**src/rtl/map_ss_seq_pkg.sv**
```systemverilog
// Shared definitions for the save-state sequencer: bus widths, state encoding, index address.
// Helpers clamp the register range and floor wait lengths at one cycle.
package map_ss_seq_pkg;

  localparam int SS_AW = 8;
  localparam int SS_DW = 8;

  localparam logic [SS_AW-1:0] IDX_ADDR_DEF = 8'd127;

  typedef enum logic [2:0] {
    IDLE,
    S_ADDR,
    S_CAP,
    L_CHK0,
    L_CHK1,
    L_FETCH,
    L_WR,
    FIN
  } seq_state_t;

  // The index entry is always transferred separately, so the data range stops just below it.
  function automatic logic [SS_AW-1:0] clamp_last(input logic [SS_AW-1:0] last,
                                                  input logic [SS_AW-1:0] idx_addr);
    return (last >= idx_addr) ? (idx_addr - SS_AW'(1)) : last;
  endfunction

  function automatic logic [7:0] at_least_one(input int n);
    return (n < 1) ? 8'd1 : 8'(n);
  endfunction

endpackage

```
**src/rtl/map_ss_seq_hold_cnt.sv**
```systemverilog
// Shared wait counter: counts cycles while run_i is high, hit_o flags the last cycle of len_i.
// Zero latency on hit_o; restarts from zero after a hit or whenever run_i drops.
module ss_hold_cnt (
  input  logic       clk,
  input  logic       rst_n,
  input  logic       run_i,
  input  logic [7:0] len_i,
  output logic [7:0] cnt_o,
  output logic       hit_o
);

  logic [7:0] cnt_q;
  logic [7:0] cnt_d;

  assign hit_o = run_i && (cnt_q == (len_i - 8'd1));
  assign cnt_o = cnt_q;

  always_comb begin
    cnt_d = cnt_q + 8'd1;
    if (!run_i || hit_o) begin
      cnt_d = 8'd0;
    end
  end

  always_ff @(posedge clk or negedge rst_n) begin
    if (!rst_n) begin
      cnt_q <= 8'd0;
    end else begin
      cnt_q <= cnt_d;
    end
  end

endmodule

```
**src/rtl/map_ss_seq.sv**
```systemverilog
// Save/restore sequencer moving mapper registers to a snapshot buffer and back, guarded by an index check.
// Read waits RD_LAT cycles per register, restore writes hold WR_HOLD cycles plus one release cycle.
module map_ss_seq
  import map_ss_seq_pkg::*;
#(
  parameter int               RD_LAT   = 2,
  parameter int               WR_HOLD  = 4,
  parameter logic [SS_AW-1:0] IDX_ADDR = IDX_ADDR_DEF
) (
  input  logic             clk,
  input  logic             map_rst_n,
  input  logic             start_save,
  input  logic             start_load,
  input  logic [SS_AW-1:0] last_reg,
  output logic             ss_act,
  output logic             ss_we,
  output logic [SS_AW-1:0] ss_addr,
  output logic [SS_DW-1:0] ss_wdat,
  input  logic [SS_DW-1:0] ss_rdat,
  output logic [SS_AW-1:0] buf_addr,
  output logic             buf_we,
  output logic [SS_DW-1:0] buf_wdat,
  input  logic [SS_DW-1:0] buf_rdat,
  output logic             busy,
  output logic             done,
  output logic             err
);

  localparam logic [7:0] RD_N = at_least_one(RD_LAT);
  localparam logic [7:0] WR_H = at_least_one(WR_HOLD);
  localparam logic [7:0] WR_N = WR_H + 8'd1;

  seq_state_t       state_q;
  logic [SS_AW-1:0] idx_q;
  logic [SS_AW-1:0] last_q;
  logic [SS_AW-1:0] ss_addr_q;
  logic [SS_DW-1:0] ss_wdat_q;
  logic             ss_we_q;
  logic [SS_AW-1:0] buf_addr_q;
  logic [SS_DW-1:0] buf_wdat_q;
  logic             err_q;

  logic             cnt_run;
  logic [7:0]       cnt_len;
  logic [7:0]       cnt_val;
  logic             cnt_hit;
  logic [SS_AW-1:0] idx_nxt;

  assign cnt_run = (state_q == S_ADDR) || (state_q == L_CHK0) || (state_q == L_WR);
  assign cnt_len = (state_q == L_WR) ? WR_N : RD_N;

  // Save walks the data range, then captures the index entry last.
  assign idx_nxt = (idx_q == last_q) ? IDX_ADDR : (idx_q + SS_AW'(1));

  ss_hold_cnt u_hold_cnt (
    .clk   (clk),
    .rst_n (map_rst_n),
    .run_i (cnt_run),
    .len_i (cnt_len),
    .cnt_o (cnt_val),
    .hit_o (cnt_hit)
  );

  always_ff @(posedge clk or negedge map_rst_n) begin
    if (!map_rst_n) begin
      state_q    <= IDLE;
      idx_q      <= '0;
      last_q     <= '0;
      ss_addr_q  <= '0;
      ss_wdat_q  <= '0;
      ss_we_q    <= 1'b0;
      buf_addr_q <= '0;
      buf_wdat_q <= '0;
      err_q      <= 1'b0;
    end else begin
      case (state_q)
        IDLE: begin
          if (start_save) begin
            state_q   <= S_ADDR;
            idx_q     <= '0;
            ss_addr_q <= '0;
            last_q    <= clamp_last(last_reg, IDX_ADDR);
          end else if (start_load) begin
            state_q    <= L_CHK0;
            ss_addr_q  <= IDX_ADDR;
            buf_addr_q <= IDX_ADDR;
            last_q     <= clamp_last(last_reg, IDX_ADDR);
          end
        end
        S_ADDR: begin
          if (cnt_hit) begin
            state_q    <= S_CAP;
            buf_addr_q <= idx_q;
            buf_wdat_q <= ss_rdat;
          end
        end
        S_CAP: begin
          if (idx_q == IDX_ADDR) begin
            state_q <= FIN;
          end else begin
            state_q   <= S_ADDR;
            idx_q     <= idx_nxt;
            ss_addr_q <= idx_nxt;
          end
        end
        L_CHK0: begin
          if (cnt_hit) begin
            state_q <= L_CHK1;
          end
        end
        L_CHK1: begin
          // A foreign snapshot must never reach the mapper.
          if (buf_rdat != ss_rdat) begin
            err_q   <= 1'b1;
            state_q <= FIN;
          end else begin
            err_q      <= 1'b0;
            idx_q      <= '0;
            buf_addr_q <= '0;
            state_q    <= L_FETCH;
          end
        end
        L_FETCH: begin
          ss_wdat_q <= buf_rdat;
          ss_addr_q <= idx_q;
          ss_we_q   <= 1'b1;
          state_q   <= L_WR;
        end
        L_WR: begin
          if (cnt_val == (WR_H - 8'd1)) begin
            ss_we_q <= 1'b0;
          end
          if (cnt_hit) begin
            ss_we_q <= 1'b0;
            if (idx_q == last_q) begin
              state_q <= FIN;
            end else begin
              idx_q      <= idx_q + SS_AW'(1);
              buf_addr_q <= idx_q + SS_AW'(1);
              state_q    <= L_FETCH;
            end
          end
        end
        FIN: begin
          state_q <= IDLE;
        end
        default: begin
          state_q <= IDLE;
        end
      endcase
    end
  end

  assign busy     = (state_q != IDLE);
  assign ss_act   = busy;
  assign done     = (state_q == FIN);
  assign buf_we   = (state_q == S_CAP);
  assign ss_we    = ss_we_q;
  assign ss_addr  = ss_addr_q;
  assign ss_wdat  = ss_wdat_q;
  assign buf_addr = buf_addr_q;
  assign buf_wdat = buf_wdat_q;
  assign err      = err_q;

endmodule

```
**config.mk**
```make
export PLATFORM = sky130hd
export DESIGN_NAME = map_ss_seq
export DESIGN_NICKNAME = d
export VERILOG_FILES = /design/src/rtl/map_ss_seq_pkg.sv /design/src/rtl/map_ss_seq_hold_cnt.sv /design/src/rtl/map_ss_seq.sv
export SDC_FILE = /design/constraint.sdc
export NUM_CORES = 1
export LEC_CHECK = 0
export ABC_AREA = 0
export BUFFER_PORTS_ARGS = -buffer_cell sky130_fd_sc_hd__buf_4
export CAP_MARGIN = 20
export CELL_PAD_IN_SITES_DETAIL_PLACEMENT = 1
export CELL_PAD_IN_SITES_GLOBAL_PLACEMENT = 1
export CORE_ASPECT_RATIO = 1.1
export CORE_UTILIZATION = 41
export DETAILED_ROUTE_END_ITERATION = 10
export PLACE_DENSITY = 0.8
export SLEW_MARGIN = 25
export SYNTH_ARGS = -nofsm -noshare
export SYNTH_HDL_FRONTEND = slang
export SYNTH_SLANG_ARGS = --single-unit
```
**constraint.sdc**
```tcl
create_clock -name clk -period 2.78 [get_ports clk]
set_input_delay 0.417 -clock clk [delete_from_list [all_inputs] [get_ports clk]]
set_output_delay 0.417 -clock clk [all_outputs]
set_load 0.01 [all_outputs]
```
==> reports/summary.txt <==
clock-pin slew of the registers on the worst-case setup and hold paths: 0.08 ns
Leak: 1.85 nW
most used routing layer: met2
HPWL after detailed placement: 7010 µm
die footprint: 8340 µm²
initial core utilization: 43.1%
vias in the first global route: 3207
Layout area overhead: 27.5%
Crit path largest cell delay: 0.55 ns
Clk Latency, worst-skew pair: 0.35 ns
met2 usage in global routing: 45.8%
# nets final: 472
met1 usage: 31.6%
Reg2Reg Setup Slack: 0.34 ns
skew final: 0.0146 ns
hold buffer count at CTS: 0
antenna violations before repair: 0
largest net degree at the start of global routing: 62
DRC errors left: 0
total of max-cap violations: 0
DIE WIDTH: 87.2 µm
core area: 7600 µm²
GRT Util Overall: 26.2%
total power: 0.00199 W
Bufs on Longest Clock Path: 2
die height: 95.7 µm
status: completed
top post-synthesis cells by area: dfrtp_1 47%, nor2_1 6.0%, nand2_1 5.4%, a21oi_1 5.2%, mux2_2 5.2%
final setup fails: 0
Iter 0 DRT Violations: 211
Root Driver: clkbuf_8
grt met3 use: 5.57%
power share of the sequential group: 45.7%
wire per inst: 18.2 µm
Synth Register Bits: 61
gpl congestion: 0.859
Avg Inst Size Synth: 8.84 µm²
Max Fclk: 411 MHz
first-pass GRT wire length: 16300 µm
multi-input logic area: 1640 µm²
syn_nets: 400
clk sink count: 61
Via Count: 3057
clock group share of total power: 49.0%
crit start category: flop
postcts setup bufs: 0
Final TNS setup: 0 ns
post-route antenna net violation count: 0
Seq/Total Area, Yosys: 46.7%
synthesized cell area: 3270 µm²
peak supply drop: 0.349 mV
Cell variety after synth: 42
CTS Buf Count: 9
Reg area: 1530 µm²
Overflow after GRT: 0
port bufs: 65
Std-Cell Rows: 33
Worst Path Arrival: 2.70 ns
Final Hold Violating Endpoints: 0
switching share of power: 22.3%
switching power of the nets: 0.000443 W
CTS tree: done
post-synth top area share: 46.7%
critical path's slowest cell: or4_4
Final Routed Wirelength: 10000 µm
cell internal pwr: 0.00155 W
Final Hold Slack: 0.165 ns
FILL cells: 906
Worst Max-Slew Pin Slew: 0.949 ns
PostCTS Resize Cnt: 0
PD cells: 477 nW/µm²
post-synth top area cell: dfrtp_1
Final period util: 87.6%
combinational power share: 5.3%
Tmin final: 2.44 ns
critical path fanouts, max: 5
Setup crit end kind: flop
ant diodes: 0
share of cells above drive strength 1: 26.6%
fin. max-slew vios: 0
1st-pass router iterations: 4
Critical R2R Launch: u_hold_cnt.cnt_o[3]
Finished Core Util: 54.9%
max_slew headroom: 36.4%
yosys warns: 0
FF-to-FF End: idx_q[7]
crit-path cells: or4_4 -> nor3_4 -> o211ai_1 -> or3b_1 -> or4_1 -> o21ai_0
CTS HTree Levels: 3
unrepaired setup endpoints after global routing: no
CP Data Required Time: 3.05 ns
Via density: 5.54
I/O pin total: 66
worst hold path class: in2async
R2R depth: 6
Cells after Synth: 370
Crit Path Class: reg2reg
synthesized netlist by cell type (all sizes together):
cell type,instances
a31oi,8
nor2b,7
o31ai,3
nand3,10
inv,8
nor2,52
xor2,13
ha,2
a21oi,34
or4,2
clkbuf,18
a211o,1
xnor2,10
dfrtp,61
nor4,3
o22a,2
o32a,4
mux2i,1
nand4,5
o21bai,1
or3,2
nor3,6
nand2b,7
and3,6
nand2,47
o22ai,3
a2bb2oi,2
o21ai,24
a22oi,2
and2,1
o211ai,2
buf,2
and4,1
mux2,15
or2,2
or3b,3
layer usage:
metal  vias to the layer above  part of all wire (%)  wire length (µm)
met1                      1532                    42              4200
li1                       1432                     -                 -
met5                         -                     0                 0
met4                         0                   1.4               142
met3                        14                   4.2               422
met2                        79                    52              5260
critical path, delay by kind of cell, from the launching register on:
| kind | cells | cell delay, ns |
|---|---|---|
| flip-flops | 1 | 0.43 |
| AND/OR/NAND/NOR | 4 | 1.72 |
| AO/OA/AOI/OAI | 2 | 0.20 |
layout make-up:
type | count | area share (%)
multi-input cells | 281 | 39.2
flip-flops and latches | 61 | 36.6
repair buffers | 81 | 14.6
well taps | 105 | 3.15
clock buffers | 10 | 3.06
clock inverters | 6 | 2.67
inverters | 8 | 0.720
flip-flops by register name, indices dropped and copies added (netlist names):
signal            cells
u_hold_cnt.cnt_o      8
ss_we                 1
err                   1
last_q                8
idx_q                 8
buf_wdat              8
ss_wdat               8
state_q               3
ss_addr               8
buf_addr              8
cell families (layout without fill, tap and decap cells):
logic type,after synthesis,count (layout),synth area share [%]
AND/OR/NAND/NOR,154,154,22.1
AO/OA/AOI/OAI,86,86,15.5
flip-flops,61,61,46.7
multiplexers,16,16,5.47
adder cells (fa/ha/maj),2,2,0.765
buffers and inverters,28,105,3.33
XOR/XNOR,23,23,6.16
stage by stage:
stage                     instance area (µm²)  instances  setup slack (ns)
after floorplan                          3270        370             0.549
after global placement                   3930        536             0.396
after detailed placement                 3930        536             0.314
after CTS                                4170        552             0.343
after global routing                     4170        552             0.156
final                                    4170        552             0.344
cell usage in the layout, fill, tap and decap left out, drive strengths merged, types with 2 or more instances in the layout:
cell type	count
or2	2
mux2	15
and3	6
or4	2
a2bb2oi	2
o21ai	24
bufinv	3
nand4	5
nor2	52
a31oi	8
inv	8
nor2b	7
nand3	10
xnor2	10
or3b	3
clkbuf	10
a21oi	34
o211ai	2
or3	2
nand2b	7
nor4	3
ha	2
a22oi	2
clkinv	2
nand2	47
o32a	4
buf	81
xor2	13
o31ai	3
o22ai	3
nor3	6
dfrtp	61
o22a	2
power groups by stage:
stage	sequential, W	clock [W]	combinational (W)
3_5_place_dp	0.000927	0	0.000107
3_3_place_gp	0.000926	0	0.000103
5_1_grt	0.000911	0.00103	0.000118
6_report	0.000910	0.000976	0.000106
4_1_cts	0.000911	0.000995	0.000108
2_1_floorplan	0.000928	0	0.0000310
how the worst max path moves through the flow:
stage / start / end / depth (start not counted)
final: u_hold_cnt.cnt_o[3] / idx_q[7] / 6
after detailed placement: ss_rdat[7] / idx_q[7] / 7
after CTS: u_hold_cnt.cnt_o[3] / idx_q[7] / 6
after floorplan: u_hold_cnt.cnt_o[4] / idx_q[7] / 6
after global routing: idx_q[0] / ss_addr[0] / 7
after global placement: ss_rdat[7] / idx_q[7] / 7
No activity file was read; power rests on OpenSTA's default activity.
